[config.mk]
export PLATFORM = sky130hd
export DESIGN_NAME = aquisicao_pressao_ventilacao
export DESIGN_NICKNAME = d
export VERILOG_FILES = /design/src/rtl/aquisicao_pressao_ventilacao.sv
export SDC_FILE = /design/constraint.sdc
export NUM_CORES = 1
export LEC_CHECK = 0
export CORE_AREA = 2 2 67 69
export CTS_CLUSTER_SIZE = 8
export DETAILED_ROUTE_END_ITERATION = 8
export DIE_AREA = 0 0 69 71
export PLACE_DENSITY = 0.77
export SLEW_MARGIN = 20
export SYNTH_ARGS = -nofsm -noshare
export SYNTH_HDL_FRONTEND = slang
export SYNTH_SLANG_ARGS = --single-unit
[constraint.sdc]
create_clock -name clk -period 2 [get_ports clk]
set_input_delay 0.4 -clock clk [delete_from_list [all_inputs] [get_ports clk]]
set_output_delay 0.4 -clock clk [all_outputs]
set_load 0.005 [all_outputs]
[src/rtl/aquisicao_pressao_ventilacao.sv]
// Pressure acquisition front-end for the ventilation controller.
// Sweeps seven pressure channels through one shared 4-bit converter and keeps a
// registered pressure word per channel. A converter that does not answer within
// 16 wait cycles yields the fail-safe value 4'b0000 and sets a sticky fault flag.
// Optional build macro: FILTRO_MEDIA_EN enables rounded two-sample averaging per channel.
module aquisicao_pressao_ventilacao (
    input  logic       clk,
    input  logic       rst_n,
    input  logic [3:0] adcDado,
    input  logic       adcPronto,
    output logic       adcReq,
    output logic [2:0] adcCanal,
    output logic [3:0] sensPresSC,
    output logic [3:0] sensPresS1,
    output logic [3:0] sensPresS2,
    output logic [3:0] sensPresS3,
    output logic [3:0] sensPresTubSR,
    output logic [3:0] sensPresTubSS,
    output logic [3:0] sensPresRea,
    output logic       dadosValidos,
    output logic       falhaAdc,
    output logic       varreduraCompleta
);

    typedef enum logic [1:0] {
        OCIOSO   = 2'd0,
        SOLICITA = 2'd1,
        ESPERA   = 2'd2,
        GRAVA    = 2'd3
    } estado_t;

    localparam logic [2:0] ULTIMO_CANAL = 3'd6;
    localparam logic [3:0] CONT_LIMITE  = 4'd15;
    localparam logic [3:0] FAIL_SAFE    = 4'b0000;

    estado_t    estado_q, estado_d;
    logic [2:0] canal_q, canal_d;
    logic [3:0] cont_q, cont_d;
    logic [3:0] amostra_q, amostra_d;
    logic [3:0] pres_q [0:6];
    logic [3:0] pres_d [0:6];
    logic       valido_q, valido_d;
    logic       falha_q, falha_d;
    logic       varre_q, varre_d;
    logic       req_q, req_d;
    logic [3:0] novo_s;

`ifdef FILTRO_MEDIA_EN
    logic [6:0] primeiro_q, primeiro_d;
    logic       amostra_to_q, amostra_to_d;

    // Rounded mean of two 4-bit words; the 5-bit sum cannot overflow.
    function automatic logic [3:0] media(input logic [3:0] antigo, input logic [3:0] novo);
        logic [4:0] soma;
        soma  = {1'b0, antigo} + {1'b0, novo} + 5'd1;
        media = soma[4:1];
    endfunction
`endif

    // Next-state, capture and channel-update logic of the acquisition sequencer.
    always_comb begin
        estado_d  = estado_q;
        canal_d   = canal_q;
        cont_d    = cont_q;
        amostra_d = amostra_q;
        pres_d    = pres_q;
        valido_d  = valido_q;
        falha_d   = falha_q;
        varre_d   = 1'b0;
        novo_s    = FAIL_SAFE;
`ifdef FILTRO_MEDIA_EN
        primeiro_d   = primeiro_q;
        amostra_to_d = amostra_to_q;
`endif
        case (estado_q)
            OCIOSO: begin
                estado_d = SOLICITA;
            end
            SOLICITA: begin
                cont_d   = 4'd0;
                estado_d = ESPERA;
            end
            ESPERA: begin
                cont_d = cont_q + 4'd1;
                // A real answer wins over a simultaneous timeout.
                if (adcPronto) begin
                    amostra_d = adcDado;
`ifdef FILTRO_MEDIA_EN
                    amostra_to_d = 1'b0;
`endif
                    estado_d  = GRAVA;
                end else if (cont_q == CONT_LIMITE) begin
                    amostra_d = FAIL_SAFE;
`ifdef FILTRO_MEDIA_EN
                    amostra_to_d = 1'b1;
`endif
                    falha_d   = 1'b1;
                    estado_d  = GRAVA;
                end else begin
                    estado_d = ESPERA;
                end
            end
            GRAVA: begin
`ifdef FILTRO_MEDIA_EN
                novo_s = amostra_q;
                for (int i = 0; i < 7; i++) begin
                    if ((canal_q == 3'(i)) && !amostra_to_q && !primeiro_q[i]) begin
                        novo_s = media(pres_q[i], amostra_q);
                    end else begin
                        novo_s = novo_s;
                    end
                end
`else
                novo_s = amostra_q;
`endif
                for (int i = 0; i < 7; i++) begin
                    if (canal_q == 3'(i)) begin
                        pres_d[i] = novo_s;
`ifdef FILTRO_MEDIA_EN
                        primeiro_d[i] = 1'b0;
`endif
                    end else begin
                        pres_d[i] = pres_q[i];
                    end
                end
                if (canal_q == ULTIMO_CANAL) begin
                    canal_d  = 3'd0;
                    varre_d  = 1'b1;
                    valido_d = 1'b1;
                end else begin
                    canal_d = canal_q + 3'd1;
                end
                estado_d = SOLICITA;
            end
            default: begin
                estado_d = OCIOSO;
            end
        endcase
        req_d = (estado_d == SOLICITA) || (estado_d == ESPERA);
    end

    // State and output registers with synchronous active-low reset.
    always_ff @(posedge clk) begin
        if (!rst_n) begin
            estado_q  <= OCIOSO;
            canal_q   <= 3'd0;
            cont_q    <= 4'd0;
            amostra_q <= 4'd0;
            for (int i = 0; i < 7; i++) begin
                pres_q[i] <= 4'd0;
            end
            valido_q  <= 1'b0;
            falha_q   <= 1'b0;
            varre_q   <= 1'b0;
            req_q     <= 1'b0;
`ifdef FILTRO_MEDIA_EN
            primeiro_q   <= 7'b1111111;
            amostra_to_q <= 1'b0;
`endif
        end else begin
            estado_q  <= estado_d;
            canal_q   <= canal_d;
            cont_q    <= cont_d;
            amostra_q <= amostra_d;
            pres_q    <= pres_d;
            valido_q  <= valido_d;
            falha_q   <= falha_d;
            varre_q   <= varre_d;
            req_q     <= req_d;
`ifdef FILTRO_MEDIA_EN
            primeiro_q   <= primeiro_d;
            amostra_to_q <= amostra_to_d;
`endif
        end
    end

    assign adcReq            = req_q;
    assign adcCanal          = canal_q;
    assign sensPresSC        = pres_q[0];
    assign sensPresS1        = pres_q[1];
    assign sensPresS2        = pres_q[2];
    assign sensPresS3        = pres_q[3];
    assign sensPresTubSR     = pres_q[4];
    assign sensPresTubSS     = pres_q[5];
    assign sensPresRea       = pres_q[6];
    assign dadosValidos      = valido_q;
    assign falhaAdc          = falha_q;
    assign varreduraCompleta = varre_q;

endmodule

Word-level counts from Yosys, hierarchy flattened
Index checks and enable logic that the tools add are counted.
{"block": "word_totals", "register_bits": 45, "inputBits": 7, "output_inout_bits": 35, "wordCells": 54}
{"block": "classes", "n_addsub": 2, "eq_ne": 12, "muxes": 8, "bitwise_logic": 1, "reduce_logical": 16}
{"operator": "AND reduction 2 bit", "count": 9}
{"operator": "== test 3 bit (second input constant)", "count": 3}
{"operator": "two-way mux 4 bit", "count": 2}
{"operator": "case mux 4 bit (2 select lines)", "count": 1}
{"operator": "== test 2 bit (second input constant)", "count": 3}
{"operator": "== test 3 x 2 -> 1 bit (second input constant)", "count": 2}
{"operator": "case mux 2 bit (3 select lines)", "count": 1}
{"operator": "adder 4 x 1 -> 4 bit (second input constant)", "count": 1}
{"operator": "== test 2 x 1 -> 1 bit (second input constant)", "count": 2}
{"operator": "== test 4 bit (second input constant)", "count": 1}
{"operator": "nonzero test 2 bit", "count": 2}
{"operator": "adder 3 x 1 -> 3 bit (second input constant)", "count": 1}
{"operator": "== test 3 x 1 -> 1 bit (second input constant)", "count": 1}
{"operator": "logical NOT 3 bit", "count": 1}
{"operator": "two-way mux 1 bit", "count": 3}
{"operator": "two-way mux 3 bit", "count": 1}
{"operator": "AND reduction 3 bit", "count": 1}
{"operator": "logical NOT 2 bit", "count": 1}
{"operator": "OR reduction 2 bit", "count": 1}
{"operator": "logical OR 1 bit", "count": 1}
{"operator": "NOT 1 bit", "count": 1}

Depth between registers and ports, before layout
{"block": "logic_depth", "depth_word": 6, "ltp_mapped": 6, "depth_no_buf": 5}

Worst setup path after synthesis
No wires, ideal clock.
{"block": "synth_path", "path_type": "register -> register", "from": "register estado_q[0]", "to": "register cont_q[2]", "arrival_ns": 1.442, "t_required_ns": 1.930, "path_slack_ns": 0.487, "stages_incl_launch_ff": 7, "n_path_buf": 1, "synth_period_minus_slack_ns": 1.513, "path_cell_list": "dfxtp_1 > inv_1 > ha_1 > buf_2 > nand2b_1 > or3b_1 > a21oi_1"}
{"block": "synth_between", "elab_chain_len": 2}
{"element": "start: declaration", "line_no": "36", "text": "estado_t estado_q, estado_d;"}
{"element": "start signal: assignment", "line_no": "161", "text": "estado_q <= estado_d;"}
{"element": "== test 2 bit or == test 2 x 1 -> 1 bit (tied branches)", "line_no": "75", "text": "case (estado_q)"}
{"element": "case mux 4 bit (2 select lines) or nonzero test 2 bit (tied branches)"}
{"element": "end signal: assignment", "line_no": "163", "text": "cont_q <= cont_d;"}
{"element": "end: declaration", "line_no": "38", "text": "logic [3:0] cont_q, cont_d;"}
Parallel ways exist; a longest one is shown, timed or not.
A chain may end at the register's enable or synchronous reset.

Worst setup path after layout
{"block": "layout_path", "from": "register canal_q[2], in the netlist adcCanal[2]", "to": "output adcCanal[2]"}
{"element": "start: declaration", "line_no": "37", "text": "logic [2:0] canal_q, canal_d;"}
{"element": "start signal: assignment", "line_no": "162", "text": "canal_q <= canal_d;"}
{"element": "end: declaration", "line_no": "12", "text": "output logic [2:0] adcCanal,"}
No word-level cell between the ends.

==> summary.txt <==
Run status
  • Outcome: finished clean

Synth
  • Yosys reg bits: 45
  • Post-synth top area cell: dfxtp_1
  • EDFF count, synth: 0
  • Top FF cell, synth: dfxtp_1
  • Yosys warning total: 0
  • Most common cell in the netlist: dfxtp_1
  • Async S/R FF share, synth: 0%
  • Post-synthesis mux area share: 2.23%
  • Unique masters post-synth: 34
  • Post-synth top cells: 45 x dfxtp_1, 26 x nand3_1, 23 x nand2_1, 19 x o21ai_0, 10 x a21oi_1
  • Top cell type's share of synthesized area: 50.2%
  • Post-synth net total: 207
  • Seq/Total Area, Yosys: 50.2%
  • Simple-Gate Fraction of Synth Area: 22.8%
  • Largest family of logic cells by synthesized area: simple AND/OR/NAND/NOR gates
  • Syn_area_per_cell: 9.19 sq um
  • Synth Cell Area: 1790 sq um
  • Area share of xor/xnor cells in the synthesized design: 0%
  • Area contributors post-synth: dfxtp_1 50%, nand3_1 7.3%, o21ai_0 5.3%
  • Synth Instances: 195
  • Synth Area in Compound Gates: 15.8%
  • Adder-cell share of the synthesized area: 3.49%

Clock network
  • CTS buffer count: 5
  • Cts hold-fix bufs: 0
  • Setup Fix Bufs, Post-CTS: 0
  • Max Root-Sink Buffers: 2
  • CTS tree: done
  • CTS resizes: 0
  • CTS root buffer: clkbuf_8
  • Clk sinks: 45
  • # H-tree levels: 2
  • Clock transition at the registers of the reported paths: 0.08 ns
  • Later-pin clock latency in the skew report: 0.30 ns

Global routing
  • Pin count of the biggest net entering global routing: 35
  • First-pass GRT wire length: 6.27 mm
  • GRT overflow: 0
  • Initial antenna violation count: 0
  • Vias in the first global route: 1,345
  • Gr usage total: 15.8%

Cells and area
  • # diodes: 0
  • Final net count: 244
  • Layout cells sized above 1: 9.87%
  • Fin area: 2350 sq um
  • Area Overhead vs Synth: 31.0%
  • Fin cells: 285

Drt
  • WL per Instance: 13.0 um
  • Vias/cell: 5.24
  • First-pass DRT Iterations: 4
  • Starting DRT DRC Count: 104
  • Vias: 1,492
  • DRC violations left: 0
  • Post-route ant nets: 0
  • DRT Wirelength: 3.71 mm

Worst setup path
  • Slowest CP cell: clkdlybuf4s50_1
  • CP Max Fanout: 11
  • Worst setup SP type: flop
  • Crit path from: adcCanal[2]
  • Critical Path Sink Type: output pin
  • WP data arrival: 1.38 ns
  • Critical path's largest stage delay: 0.58 ns
  • WP data required: 1.60 ns
  • Worst path bufs/invs: 1
  • Cell Chain, Critical Path: clkdlybuf4s50_1
  • WS Path Type: reg -> out
  • Delay-heaviest family, CP: buffers and inverters
  • Worst r2r src: estado_q[0]

Die
  • Die ar.: 4900 sq um
  • Die W: 69 um
  • Starting Density: 42.6%
  • Die Ht: 71 um
  • Row count: 24
  • I/O Pins: 42
  • Core area: 4200 sq um

Min path
  • Worst min path class: reg -> reg
  • HP Start: dadosValidos

Placed design
  • Gpl congestion: 0.778
  • Detail Placement HPWL: 2.58 mm
  • Dpl cell area: 2230 sq um
  • IO Port Bufs: 41
  • DP Worst Slack: 0.335 ns
  • DP Cell Count: 277

STA
  • Final Worst Setup Slack: 0.223 ns
  • Worst slew margin: 71.1%
  • Period utilization: 88.9%
  • # setup viols final: 0
  • Final min period: 1.78 ns
  • Worst Skew: 0.00542 ns
  • Max Fclk: 563 MHz
  • Final slew viol count: 0
  • Slew @ Worst Pin: 0.434 ns
  • Final Hold Fails: 0
  • Setup TNS Final: 0 ns
  • RSZ-0062 raised after global routing: no

Power and ir drop
  • Maximum VDD drop: 0.000826 V
  • Switch share: 28.1%
  • Gate power share: 17.4%
  • PwrDens: 872 nW/um^2
  • P_sw: 576 uW
  • Internal power: 1.47 mW
  • Reg power frac: 48.8%
  • Pleak: 0.770 nW
  • Clk network pwr share: 33.9%

Flow run
  • Max-cap violations: 0
[layout by cell type (no fill, tap or decap), drive strengths merged, types with 2 or more instances in the layout]
| master | instances |
|---|---|
| a21oi | 10 |
| a311oi | 4 |
| nand3 | 30 |
| dfxtp | 45 |
| mux2i | 4 |
| o21ai | 23 |
| a31oi | 5 |
| nand4b | 2 |
| nor2b | 2 |
| nor2 | 5 |
| ha | 5 |
| clkdlybuf4s50 | 41 |
| and2 | 2 |
| clkbuf | 5 |
| clkinv | 2 |
| nand2 | 23 |
| nand3b | 3 |
| buf | 4 |
| inv | 4 |
[worst reg2reg max path, stage by stage (launching register included)]
cell and delay (ns):
dfxtp_1 0.36, inv_1 0.05, ha_1 0.40, nand2b_1 0.25, or3b_1 0.39, a21oi_1 0.13
[cell families after synthesis]
kind of cell | count (synthesis)
fa+ha+maj | 5
flops | 45
simple gates | 75
mux | 4
compound gates | 46
buf+inv | 20
[power by group through the flow]
stage	clock, mW	combinational, mW	sequential [mW]
after floorplan	0	0.269	0.998
after global routing	0.747	0.388	1.01
after global placement	0	0.345	1.02
after detailed placement	0	0.355	1.02
final	0.694	0.356	0.998
after CTS	0.710	0.358	0.997
[area by class of cell]
type	instances	area (sq um)
fillers	389	1860
flip-flops and latches	45	901
multi-input cells	130	796
repair buffers	45	453
clock buffers	5	68.8
well taps	52	65.1
clock inverters	3	46.3
inverters	5	18.8
[state kept, by name (all words and copies together) (netlist names), 2 cells and up]
| name | count |
|---|---|
| cont_q | 4 |
| adcCanal | 3 |
| sensPresTubSR | 4 |
| sensPresS3 | 4 |
| estado_q | 2 |
| sensPresSC | 4 |
| sensPresS1 | 4 |
| sensPresTubSS | 4 |
| sensPresS2 | 4 |
| sensPresRea | 4 |
| amostra_q | 4 |
[path summary, 6_finish.rpt]
check / to / slack (ns) / depth (start not counted)
setup / recovery: adcCanal[2] / 0.22 / 1
setup reg to reg: cont_q[2] / 0.35 / 5
hold reg to reg: dadosValidos / 0.45 / 2
hold / removal: dadosValidos / 0.45 / 2
[routing by layer]
| layer | share of wire [%] | GRT usage, % | vias to the layer above | routed length (um) |
|---|---|---|---|---|
| met2 | 47 | 25.4 | 39 | 1740 |
| li1 | - | - | 768 | - |
| met3 | 4.4 | 3.99 | 5 | 164 |
| met1 | 47 | 21.1 | 680 | 1760 |
| met5 | 0 | 0 | - | 0 |
| met4 | 1.1 | 4.58 | 0 | 42 |
[through the flow]
step	total power, mW	utilization, %	hold WS [ns]
3_5_place_dp	1.37	53.1	0.444
3_3_place_gp	1.36	53.1	0.437
2_1_floorplan	1.27	-	0.442
4_1_cts	2.07	55.9	0.457
6_report	2.05	55.9	0.452
5_1_grt	2.14	55.9	0.480
(Power assumes the default switching activity.)
